[src/rtl/video_frame_sched.sv]
// Frame-level capture scheduler: arms on vsync when a DMA buffer is free, gates capture,
// rotates ring buffer indices on DMA completion and reports drops, short frames and timeouts.
module video_frame_sched #(
    parameter int unsigned VIDEO_CLK_FREQ = 148500000,
    parameter int unsigned IMG_HEIGHT     = 1080,
    parameter int unsigned NUM_BUF        = 4,
    localparam int unsigned BUF_W         = $clog2(NUM_BUF)
) (
    input  logic             i_video_clk,
    input  logic             i_rst_n,
    input  logic             i_start,
    input  logic             i_stop,
    input  logic [15:0]      i_frame_num,
    input  logic             i_video_vs,
    input  logic             i_video_de,
    input  logic             i_buf_ready,
    input  logic             i_dma_done,
    output logic             o_capture_en,
    output logic             o_frame_start,
    output logic             o_frame_done,
    output logic             o_seq_done,
    output logic             o_busy,
    output logic [BUF_W-1:0] o_buf_idx,
    output logic [31:0]      o_frame_cnt,
    output logic [15:0]      o_drop_cnt,
    output logic             o_frame_err,
    output logic             o_timeout
);

    localparam int unsigned TIME_OUT = VIDEO_CLK_FREQ;
    localparam int unsigned DLY_W    = $clog2(TIME_OUT + 1);
    localparam int unsigned LINE_W   = ($clog2(IMG_HEIGHT) > 11) ? $clog2(IMG_HEIGHT) : 11;

    typedef enum logic [1:0] {StIdle, StArm, StCapture, StWaitDone} state_e;

    state_e             state_q, state_d;
    logic               vs_d0, de_d0;
    logic [15:0]        frames_left_q, frames_left_d;
    logic               cont_q, cont_d;
    logic               stop_pend_q, stop_pend_d;
    logic [LINE_W-1:0]  line_cnt_q, line_cnt_d;
    logic [DLY_W-1:0]   dly_cnt_q, dly_cnt_d;
    logic [BUF_W-1:0]   buf_idx_q, buf_idx_d;
    logic [31:0]        frame_cnt_q, frame_cnt_d;
    logic [15:0]        drop_cnt_q, drop_cnt_d;
    logic               timeout_q, timeout_d;
    logic               capture_en_q, busy_q;
    logic               frame_start_q, frame_start_d;
    logic               frame_done_q, frame_done_d;
    logic               seq_done_q, seq_done_d;
    logic               frame_err_q, frame_err_d;

    logic vs_rise, line_end, last_line, dly_expired;

    assign vs_rise     = i_video_vs & ~vs_d0;
    assign line_end    = de_d0 & ~i_video_de;
    assign last_line   = line_end && (line_cnt_q == LINE_W'(IMG_HEIGHT - 1));
    assign dly_expired = (state_q != StIdle) && (dly_cnt_q == DLY_W'(TIME_OUT));

    always_comb begin
        state_d       = state_q;
        frames_left_d = frames_left_q;
        cont_d        = cont_q;
        stop_pend_d   = stop_pend_q;
        line_cnt_d    = line_cnt_q;
        buf_idx_d     = buf_idx_q;
        frame_cnt_d   = frame_cnt_q;
        drop_cnt_d    = drop_cnt_q;
        timeout_d     = timeout_q;
        frame_start_d = 1'b0;
        frame_done_d  = 1'b0;
        seq_done_d    = 1'b0;
        frame_err_d   = 1'b0;
        if (dly_expired) begin
            // Timeout overrides whatever else the current state would have done.
            state_d    = StIdle;
            timeout_d  = 1'b1;
            seq_done_d = 1'b1;
        end else begin
            case (state_q)
                StIdle: begin
                    if (i_start && !i_stop) begin
                        state_d       = StArm;
                        frames_left_d = i_frame_num;
                        cont_d        = (i_frame_num == 16'd0);
                        frame_cnt_d   = '0;
                        drop_cnt_d    = '0;
                        timeout_d     = 1'b0;
                        stop_pend_d   = 1'b0;
                        buf_idx_d     = '0;
                    end
                end
                StArm: begin
                    if (i_stop) begin
                        state_d    = StIdle;
                        seq_done_d = 1'b1;
                    end else if (vs_rise) begin
                        if (i_buf_ready) begin
                            state_d       = StCapture;
                            frame_start_d = 1'b1;
                            line_cnt_d    = '0;
                        end else if (drop_cnt_q != 16'hFFFF) begin
                            drop_cnt_d = drop_cnt_q + 16'd1;
                        end
                    end
                end
                StCapture: begin
                    if (i_stop) stop_pend_d = 1'b1;
                    if (last_line) begin
                        state_d = StWaitDone;
                    end else if (vs_rise) begin
                        // Short frame: drop it and re-arm on a later vsync.
                        state_d     = StArm;
                        frame_err_d = 1'b1;
                    end else if (line_end) begin
                        line_cnt_d = line_cnt_q + 1'b1;
                    end
                end
                StWaitDone: begin
                    if (i_stop) stop_pend_d = 1'b1;
                    if (i_dma_done) begin
                        frame_done_d = 1'b1;
                        frame_cnt_d  = frame_cnt_q + 32'd1;
                        buf_idx_d    = buf_idx_q + 1'b1;
                        if (!cont_q) frames_left_d = frames_left_q - 16'd1;
                        if (stop_pend_q || i_stop || (!cont_q && frames_left_q == 16'd1)) begin
                            state_d    = StIdle;
                            seq_done_d = 1'b1;
                        end else begin
                            state_d = StArm;
                        end
                    end
                end
                default: state_d = StIdle;
            endcase
        end
    end

    always_comb begin
        dly_cnt_d = dly_cnt_q;
        if (vs_rise || i_video_de || i_dma_done || (state_d != state_q)) begin
            dly_cnt_d = '0;
        end else if (dly_cnt_q != DLY_W'(TIME_OUT)) begin
            dly_cnt_d = dly_cnt_q + 1'b1;
        end
    end

    always_ff @(posedge i_video_clk or negedge i_rst_n) begin
        if (!i_rst_n) begin
            state_q       <= StIdle;
            vs_d0         <= 1'b0;
            de_d0         <= 1'b0;
            frames_left_q <= '0;
            cont_q        <= 1'b0;
            stop_pend_q   <= 1'b0;
            line_cnt_q    <= '0;
            dly_cnt_q     <= '0;
            buf_idx_q     <= '0;
            frame_cnt_q   <= '0;
            drop_cnt_q    <= '0;
            timeout_q     <= 1'b0;
            capture_en_q  <= 1'b0;
            busy_q        <= 1'b0;
            frame_start_q <= 1'b0;
            frame_done_q  <= 1'b0;
            seq_done_q    <= 1'b0;
            frame_err_q   <= 1'b0;
        end else begin
            state_q       <= state_d;
            vs_d0         <= i_video_vs;
            de_d0         <= i_video_de;
            frames_left_q <= frames_left_d;
            cont_q        <= cont_d;
            stop_pend_q   <= stop_pend_d;
            line_cnt_q    <= line_cnt_d;
            dly_cnt_q     <= dly_cnt_d;
            buf_idx_q     <= buf_idx_d;
            frame_cnt_q   <= frame_cnt_d;
            drop_cnt_q    <= drop_cnt_d;
            timeout_q     <= timeout_d;
            capture_en_q  <= (state_d == StCapture);
            busy_q        <= (state_d != StIdle);
            frame_start_q <= frame_start_d;
            frame_done_q  <= frame_done_d;
            seq_done_q    <= seq_done_d;
            frame_err_q   <= frame_err_d;
        end
    end

    assign o_capture_en  = capture_en_q;
    assign o_frame_start = frame_start_q;
    assign o_frame_done  = frame_done_q;
    assign o_seq_done    = seq_done_q;
    assign o_busy        = busy_q;
    assign o_buf_idx     = buf_idx_q;
    assign o_frame_cnt   = frame_cnt_q;
    assign o_drop_cnt    = drop_cnt_q;
    assign o_frame_err   = frame_err_q;
    assign o_timeout     = timeout_q;

endmodule

[config.mk]
export PLATFORM = sky130hd
export DESIGN_NAME = video_frame_sched
export DESIGN_NICKNAME = d
export VERILOG_FILES = /design/src/rtl/video_frame_sched.sv
export SDC_FILE = /design/constraint.sdc
export NUM_CORES = 1
export LEC_CHECK = 0
export CAP_MARGIN = 20
export CORE_UTILIZATION = 55
export CTS_CLUSTER_SIZE = 10
export DETAILED_ROUTE_END_ITERATION = 12
export DONT_BUFFER_PORTS = 1
export GPL_TIMING_DRIVEN = 0
export PLACE_DENSITY = 0.69
export SYNTH_ARGS = -nofsm -noshare
export SYNTH_HDL_FRONTEND = slang
export SYNTH_SLANG_ARGS = --single-unit
[constraint.sdc]
create_clock -name i_video_clk -period 2.7 [get_ports i_video_clk]
set_input_delay 0.135 -clock i_video_clk [delete_from_list [all_inputs] [get_ports i_video_clk]]
set_output_delay 0.135 -clock i_video_clk [all_outputs]
set_load 0.005 [all_outputs]
==> flow_summary.html, run 1 <==
<table>
<tr><th>Metric</th><th>Value</th></tr>
<tr><th colspan="2">STA</th></tr>
<tr><td>Worst Setup Slack, final</td><td>roughly 0.045 ns</td></tr>
<tr><td>Fin Hold WS</td><td>-0.598 ns</td></tr>
<tr><td>Final cycle utilization of the critical path</td><td>a little over nine tenths</td></tr>
<tr><td>Min cycle time layout</td><td>between 2 and 3 ns</td></tr>
<tr><td>Hold violation count in the final report</td><td>118</td></tr>
<tr><td>Least-Margin Pin Slew</td><td>between 0.9 and 1 ns</td></tr>
<tr><td>Accumulated negative setup slack</td><td>0 ns</td></tr>
<tr><td>Total count of max-transition violations in the final report</td><td>0</td></tr>
<tr><td>Setup repair after global routing missed its margin</td><td>true</td></tr>
<tr><td>Final setup violation count</td><td>0</td></tr>
<tr><td>Final worst clock skew</td><td>around 0.013 ns</td></tr>
<tr><td>Peak Freq</td><td>about 0.38 GHz</td></tr>
<tr><td>Slew HR</td><td>a little under two fifths</td></tr>
<tr><th colspan="2">Routing</th></tr>
<tr><td>Post-detailed-routing wire length</td><td>17.3 mm</td></tr>
<tr><td>Via total after detailed routing</td><td>around 6,000</td></tr>
<tr><td>Count of antenna-violating nets left after detailed routing</td><td>0</td></tr>
<tr><td>DRC violation total after the first TritonRoute iteration</td><td>about 450</td></tr>
<tr><td>Residual DRC count</td><td>0</td></tr>
<tr><td>Wire per inst</td><td>17.7 um</td></tr>
<tr><td>Via-to-Cell Ratio</td><td>about 6.2</td></tr>
<tr><td>Total iterations of the first detailed-routing run</td><td>5</td></tr>
<tr><th colspan="2">Floorplanning</th></tr>
<tr><td>Effective utilization at floorplan</td><td>about 57%</td></tr>
<tr><td>Die height</td><td>around 110 um</td></tr>
<tr><td># rows</td><td>40</td></tr>
<tr><td>Core region area</td><td>roughly 0.012 mm2</td></tr>
<tr><td>Die Wd</td><td>114 um</td></tr>
<tr><td>Boundary Pins</td><td>81</td></tr>
<tr><td>Die footprint</td><td>~0.013 mm2</td></tr>
<tr><th colspan="2">Placement</th></tr>
<tr><td>Number of cells in the design after placement</td><td>approximately 930</td></tr>
<tr><td>Port Buf Inserts</td><td>0</td></tr>
<tr><td>Worst slack after detailed placement</td><td>-0.452 ns</td></tr>
<tr><td>Half-perimeter wire length of the detailed placement result</td><td>between 10 and 15 mm</td></tr>
<tr><td>Post-detailed-placement cell area</td><td>between 0.007 and 0.008 mm2</td></tr>
<tr><td>RD Place Congestion</td><td>0.915</td></tr>
<tr><th colspan="2">Clocking</th></tr>
<tr><td>Number of buffers created by CTS</td><td>17</td></tr>
<tr><td>CTS tree</td><td>yes</td></tr>
<tr><td>Register clock-pin slew on the reported worst setup and hold paths</td><td>~0.050 ns</td></tr>
<tr><td>Number of buffers on the longest clock path</td><td>2</td></tr>
<tr><td>Buffer type at the clock tree root</td><td>clkbuf_16</td></tr>
<tr><td>Worst skew pair latency</td><td>between 0.4 and 0.5 ns</td></tr>
<tr><td>Clock tree sinks</td><td>118</td></tr>
<tr><td>Hold buffer count at cts</td><td>23</td></tr>
<tr><td>Number of levels in the clock H-tree</td><td>4</td></tr>
<tr><th colspan="2">Global route</th></tr>
<tr><td>Initial antenna violation count</td><td>0</td></tr>
<tr><td>Global-route wire length before repair</td><td>around 29 mm</td></tr>
<tr><td>Number of global-route vias before repair</td><td>5,819</td></tr>
<tr><td>Remaining Overflow, GRT</td><td>0</td></tr>
<tr><td>Aggregate global-route resource usage</td><td>about 28%</td></tr>
<tr><td>Maximum number of pins on one net before global-route repair</td><td>roughly 120</td></tr>
<tr><th colspan="2">Status</th></tr>
<tr><td>Violated checks</td><td>hold timing</td></tr>
<tr><td>Result of the run</td><td>finished, violations left</td></tr>
<tr><th colspan="2">Worst setup path</th></tr>
<tr><td>Required time of the worst setup path</td><td>around 3.0 ns</td></tr>
<tr><td>Arrival time of the worst setup path</td><td>2.97 ns</td></tr>
<tr><td>Category of the worst setup path launch point</td><td>register</td></tr>
<tr><td>Highest net fanout along the worst path</td><td>10</td></tr>
<tr><td>Critical Path End Type</td><td>register</td></tr>
<tr><td>Worst setup path class</td><td>reg -&gt; reg</td></tr>
<tr><td>Worst reg2reg path depth</td><td>9</td></tr>
<tr><th colspan="2">Synthesis</th></tr>
<tr><td>Net Count, Synth</td><td>between 700 and 800</td></tr>
<tr><td>Number of library cell types mapped by synthesis</td><td>between 60 and 70</td></tr>
<tr><td>Count of state elements after synthesis</td><td>roughly 120</td></tr>
<tr><td>Ys async rst share</td><td>100%</td></tr>
<tr><td>Number of enable flip-flop cells after synthesis</td><td>0</td></tr>
<tr><td>Yosys warning count</td><td>0</td></tr>
<tr><td>Most used DFF post-synth</td><td>dfrtp_1</td></tr>
<tr><td>Avg Inst Size Synth</td><td>9.06 um2</td></tr>
<tr><td>Netlist Area Pre-Place</td><td>between 0.006 and 0.007 mm2</td></tr>
<tr><td>Number of standard cells after synthesis</td><td>757</td></tr>
<tr><td>Proportion of synthesized chip area in sequential cells</td><td>between 40% and 50%</td></tr>
<tr><th colspan="2">Finish</th></tr>
<tr><td>Fraction of layout instances using a drive strength above 1</td><td>around 13%</td></tr>
<tr><td>Fin nets</td><td>approximately 840</td></tr>
<tr><td>Highest-count cells in the layout ignoring fill and taps</td><td>dfrtp_1, nand2_1, nor2_1, o21ai_0, nand3_1</td></tr>
<tr><td>N_diodes</td><td>0</td></tr>
<tr><td>Post-Layout Cell Count</td><td>about 1,000</td></tr>
<tr><td>Commonest non-fill, non-tap cell in the layout</td><td>dfrtp_1</td></tr>
<tr><td>Post-route cell area</td><td>0.00800 mm2</td></tr>
<tr><td>Area growth, synth to finish</td><td>16.6%</td></tr>
<tr><td>Filler cell count</td><td>991</td></tr>
<tr><th colspan="2">Pwr</th></tr>
<tr><td>Standby leakage power</td><td>3.19 nW</td></tr>
<tr><td>Pwr dens</td><td>793 mW/mm2</td></tr>
<tr><td>Peak supply drop</td><td>0.000617 V</td></tr>
<tr><th colspan="2">Flow run</th></tr>
<tr><td>Count of max-cap constraint violations</td><td>0</td></tr>
<tr><th colspan="2">Min path</th></tr>
<tr><td>Hold/Removal Path Class</td><td>in -&gt; async</td></tr>
</table>
## per-layer routing
metal	part of all wire (%)	GRT usage [%]	up-vias
met5	0	0	-
met4	2.1	11.1	0
met3	6.2	7.97	38
met2	47	44.2	192
met1	45	36.9	2922
li1	-	-	2885
## critical path, cell delays in order (launching register included)
cell	delay, ns
dfrtp_2	0.47
inv_1	0.15
ha_2	0.31
nand3b_1	0.17
o41ai_4	0.43
a211oi_2	0.12
a2111o_1	0.43
nand2_4	0.14
buf_4	0.23
nor3_2	0.07
## cell type report
cell class / count / area (um2) / area share, %
clock inverter: 5 / 50.0 / 0.626
buffer: 33 / 189 / 2.36
timing repair buffer: 29 / 273 / 3.41
inverter: 21 / 78.8 / 0.985
sequential: 118 / 2960 / 36.9
tap: 168 / 210 / 2.63
multi-input combinational: 581 / 3760 / 47.0
clock buffer: 24 / 482 / 6.02
## repair_timing
action                     in CTS  in global routing
gates resized for setup        15                 29
setup endpoints to repair     100                107
pin swaps                       2                  5
hold endpoints to repair      140                118
buffers inserted                1                  6
## sequential cells by signal, indices dropped and copies added (netlist names), 2 cells and up
register,count
o_drop_cnt,16
line_cnt_q,11
state_q,2
o_frame_cnt,32
frames_left_q,16
o_buf_idx,2
dly_cnt_q,28
## Yosys cell counts, types with 5 or more instances
master | number | share of area (%)
nand2b_1 | 8 | 0.73
a2bb2oi_1 | 7 | 0.89
inv_1 | 21 | 1.1
o41ai_1 | 5 | 0.64
nand3b_1 | 15 | 1.6
nor2b_1 | 6 | 0.55
and3_1 | 18 | 1.6
nor3_2 | 20 | 2.9
nor3_1 | 25 | 1.8
o221ai_1 | 8 | 1.0
xnor2_1 | 15 | 1.9
o21ai_0 | 45 | 3.3
a21oi_1 | 34 | 2.5
and2_1 | 10 | 0.91
nor2_1 | 55 | 3.0
and4_1 | 8 | 1.0
o31ai_1 | 10 | 1.1
nor4_1 | 16 | 1.5
dfrtp_1 | 118 | 43
nand3_1 | 42 | 3.1
or3_1 | 9 | 0.82
clkbuf_1 | 19 | 1.0
buf_2 | 11 | 0.80
xor2_1 | 29 | 3.7
o22ai_1 | 5 | 0.46
nand2_1 | 84 | 4.6
nand4_1 | 37 | 3.4
or4_1 | 7 | 0.77
ha_1 | 11 | 2.0
## path summary, 6_finish.rpt
path                                 from          endpoint  slack [ns]
min                               i_rst_n  frames_left_q[7]       -0.60
min reg2reg                line_cnt_q[10]    line_cnt_q[10]        0.49
max reg2reg                    state_q[0]     dly_cnt_q[22]        0.04
min in group i_video_clk       i_video_vs       o_frame_err        0.03
max in group asynchronous         i_rst_n      dly_cnt_q[4]        3.15
max                            state_q[0]     dly_cnt_q[22]        0.04
## per-stage QoR
step | total power, mW | util, %
floorplan | 3.66 | -
global placement | 4.06 | 58.6
detailed placement | 4.11 | 58.6
CTS | 6.26 | 65.5
global route | 6.70 | 66.3
finish | 6.34 | 66.3
## where the power goes
group	switching [mW]	total [mW]	internal [mW]
Sequential	0.395	2.45	2.06
Combinational	1.11	1.82	0.713
Clock	0.757	2.07	1.31
Total	2.26	6.34	4.08
## kinds of logic after synthesis
family                     share of synthesized area [%]
and+or+nand+nor                                     31.2
muxes                                              0.584
buffers and inverters                               3.72
AOI/OAI and AO/OA                                   13.8
adders and majority gates                           2.01
xor gates and xnor gates                            5.62
DFF                                                 43.0
Power figures use the tool's default switching activity.
==> run 2, diff against run 1 <==
==> constraint.sdc (replaced) <==
create_clock -name i_video_clk -period 2.7 [get_ports i_video_clk]
set_input_delay 0.27 -clock i_video_clk [delete_from_list [all_inputs] [get_ports i_video_clk]]
set_output_delay 0.27 -clock i_video_clk [all_outputs]
set_load 0.005 [all_outputs]
==> run 2 against run 1 <==
The run still ends with hold timing left; combinational power hardly changed; via count shrank 0.99%; flip-flop and latch count unchanged; critical path depth shrank 2; routed wire length is 0.57% lower; register-to-register slack better by 0.05 ns; global-route usage fell by 0.28 points; die area unchanged; critical path type unchanged; largest power group unchanged.
==> flow_summary.html, run 2 (same netlist as run 1, synthesis figures left out) <==
<table>
<tr><th>Metric</th><th>Value</th></tr>
<tr><th colspan="2">Status</th></tr>
<tr><td>Result of the run</td><td>finished, violations left</td></tr>
<tr><td>Violated checks</td><td>hold timing</td></tr>
<tr><th colspan="2">STA</th></tr>
<tr><td>Peak Freq</td><td>about 0.38 GHz</td></tr>
<tr><td>Slew HR</td><td>about 48%</td></tr>
<tr><td>Hold violation count in the final report</td><td>between 100 and 150</td></tr>
<tr><td>Fin Hold WS</td><td>-0.463 ns</td></tr>
<tr><td>Least-Margin Pin Slew</td><td>0.780 ns</td></tr>
<tr><td>Worst Setup Slack, final</td><td>between 0.09 and 0.1 ns</td></tr>
<tr><td>Final setup violation count</td><td>0</td></tr>
<tr><td>Final worst clock skew</td><td>around 0.0066 ns</td></tr>
<tr><td>Setup repair after global routing missed its margin</td><td>true</td></tr>
<tr><td>Min cycle time layout</td><td>between 2 and 3 ns</td></tr>
<tr><td>Final cycle utilization of the critical path</td><td>just under 100%</td></tr>
<tr><td>Total count of max-transition violations in the final report</td><td>0</td></tr>
<tr><th colspan="2">Worst setup path</th></tr>
<tr><td>Required time of the worst setup path</td><td>3.01 ns</td></tr>
<tr><td>Critical Path End Type</td><td>register</td></tr>
<tr><td>Worst setup path class</td><td>reg -&gt; reg</td></tr>
<tr><td>Setup slack on the worst flop-to-flop path</td><td>0.1 ns</td></tr>
<tr><td>Worst reg2reg path depth</td><td>7</td></tr>
<tr><td>Category of the worst setup path launch point</td><td>register</td></tr>
<tr><td>Startpoint of the most critical register-to-register path</td><td>line_cnt_q[6]</td></tr>
<tr><td>Worst flop-to-flop path endpoint</td><td>dly_cnt_q[22]</td></tr>
<tr><td>Arrival time of the worst setup path</td><td>between 2 and 3 ns</td></tr>
<tr><td>Highest net fanout along the worst path</td><td>10</td></tr>
<tr><th colspan="2">Floorplanning</th></tr>
<tr><td>Core region area</td><td>roughly 0.012 mm2</td></tr>
<tr><td>Die footprint</td><td>0.0129 mm2</td></tr>
<tr><td>Boundary Pins</td><td>81</td></tr>
<tr><td># rows</td><td>40</td></tr>
<tr><td>Effective utilization at floorplan</td><td>between 50% and 60%</td></tr>
<tr><td>Die height</td><td>between 100 and 150 um</td></tr>
<tr><td>Die Wd</td><td>around 110 um</td></tr>
<tr><th colspan="2">Placement</th></tr>
<tr><td>Half-perimeter wire length of the detailed placement result</td><td>11.4 mm</td></tr>
<tr><td>Worst slack after detailed placement</td><td>-0.452 ns</td></tr>
<tr><td>Port Buf Inserts</td><td>0</td></tr>
<tr><td>RD Place Congestion</td><td>slightly above 0.9</td></tr>
<tr><th colspan="2">Pwr</th></tr>
<tr><td>Pwr dens</td><td>a little over 800 mW/mm2</td></tr>
<tr><td>Peak supply drop</td><td>0.000621 V</td></tr>
<tr><td>Standby leakage power</td><td>3.13 nW</td></tr>
<tr><td>Total power of the final layout</td><td>6.34 mW</td></tr>
<tr><th colspan="2">Global route</th></tr>
<tr><td>Global-route wire length before repair</td><td>28.2 mm</td></tr>
<tr><td>Aggregate global-route resource usage</td><td>27.9%</td></tr>
<tr><td>Remaining Overflow, GRT</td><td>0</td></tr>
<tr><td>Maximum number of pins on one net before global-route repair</td><td>~120</td></tr>
<tr><td>Number of global-route vias before repair</td><td>5,655</td></tr>
<tr><td>Initial antenna violation count</td><td>0</td></tr>
<tr><th colspan="2">Clocking</th></tr>
<tr><td>Number of buffers on the longest clock path</td><td>2</td></tr>
<tr><td>Buffer type at the clock tree root</td><td>clkbuf_16</td></tr>
<tr><td>Hold buffer count at cts</td><td>3</td></tr>
<tr><td>CTS tree</td><td>yes</td></tr>
<tr><td>Worst skew pair latency</td><td>roughly 0.42 ns</td></tr>
<tr><td>Clock tree sinks</td><td>approximately 120</td></tr>
<tr><td>Number of buffers created by CTS</td><td>17</td></tr>
<tr><td>Register clock-pin slew on the reported worst setup and hold paths</td><td>0.05 ns</td></tr>
<tr><td>Number of levels in the clock H-tree</td><td>4</td></tr>
<tr><th colspan="2">Finish</th></tr>
<tr><td>Fin nets</td><td>820</td></tr>
<tr><td>Commonest non-fill, non-tap cell in the layout</td><td>dfrtp_1</td></tr>
<tr><td>Highest-count cells in the layout ignoring fill and taps</td><td>dfrtp_1, nand2_1, nor2_1, o21ai_0, nand3_1</td></tr>
<tr><td>Area growth, synth to finish</td><td>14.7%</td></tr>
<tr><td>N_diodes</td><td>0</td></tr>
<tr><td>Fraction of layout instances using a drive strength above 1</td><td>between 10 and 15%</td></tr>
<tr><td>Number of flip-flops under the largest register name</td><td>32</td></tr>
<tr><th colspan="2">Routing</th></tr>
<tr><td>Post-detailed-routing wire length</td><td>between 15 and 20 mm</td></tr>
<tr><td>Residual DRC count</td><td>0</td></tr>
<tr><td>Via-to-Cell Ratio</td><td>just over 6</td></tr>
<tr><td>Wire per inst</td><td>17.8 um</td></tr>
<tr><td>DRC violation total after the first TritonRoute iteration</td><td>a little over 500</td></tr>
<tr><td>Count of antenna-violating nets left after detailed routing</td><td>0</td></tr>
<tr><td>Total iterations of the first detailed-routing run</td><td>6</td></tr>
<tr><td>Via total after detailed routing</td><td>5,977</td></tr>
<tr><th colspan="2">Min path</th></tr>
<tr><td>Hold/Removal Path Class</td><td>in -&gt; async</td></tr>
<tr><th colspan="2">Flow run</th></tr>
<tr><td>Count of max-cap constraint violations</td><td>0</td></tr>
</table>
## run 2: changes by cell type in the layout (fill, tap and decap cells not counted), moves of 2 or more
cell	delta
dlygate4sd3_1	-19
inv_1	-3
inv_2	+3
buf_4	+2
buf_8	+2
## run 2: worst max path at each step
| stage | end | start | depth (start not counted) | slack, ns |
|---|---|---|---|---|
| floorplan | dly_cnt_q[18] | state_q[0] | 10 | 0.15 |
| global placement | o_frame_cnt[13] | state_q[0] | 8 | -0.37 |
| detailed placement | o_frame_cnt[13] | state_q[0] | 8 | -0.45 |
| CTS | o_drop_cnt[6] | state_q[0] | 8 | 0.003 |
| global route | dly_cnt_q[20] | dly_cnt_q[1] | 10 | -0.04 |
| finish | dly_cnt_q[22] | line_cnt_q[6] | 7 | 0.1 |
## run 2: layout make-up
cell class	instances	area, um2
buffer	33	204
clock buffer	24	482
clock inverter	5	50.0
fill	995	4190
inverter	21	78.8
multi-input combinational	581	3780
sequential	118	2960
tap	168	210
timing repair buffer	13	105
## run 2: layer usage
metal	wire, um	up-vias	global-route usage [%]
met3	1090	33	7.55
met5	0	-	0
met4	379	0	10.8
met2	8110	199	43.7
li1	-	2841	-
met1	7610	2904	36.9
## run 2: per-stage QoR
stage	instances	utilization [%]	instance area [um2]	hold slack [ns]	setup TNS, ns
3_5_place_dp	925	58.6	7070	-0.0224	-20.38
4_1_cts	957	63.8	7700	-0.473	0
3_3_place_gp	925	58.6	7070	-0.0230	-15.67
5_1_grt	963	65.2	7870	-0.475	-0.971
6_report	963	65.2	7870	-0.463	0
2_1_floorplan	757	-	6860	-0.0256	0
## run 2: critical path: stages (launching register included)
cell      delay, ns
dfrtp_1        0.42
or4b_4         0.59
o41ai_4        0.48
a211oi_2       0.12
a2111o_1       0.42
nand2_4        0.15
buf_4          0.24
nor3_2         0.07
## run 2: report_power, final
group	switching [mW]	internal, mW	total, mW
combinational	1.12	0.710	1.83
clock	0.753	1.31	2.06
sequential	0.394	2.06	2.45
## run 2: repair_timing
action,4_1_cts,5_1_grt
cloned,0,0
setup buffers,1,9
gates resized for setup,15,40
hold endpoints to repair,121,118
setup endpoints to repair,100,106
pin swaps,2,6
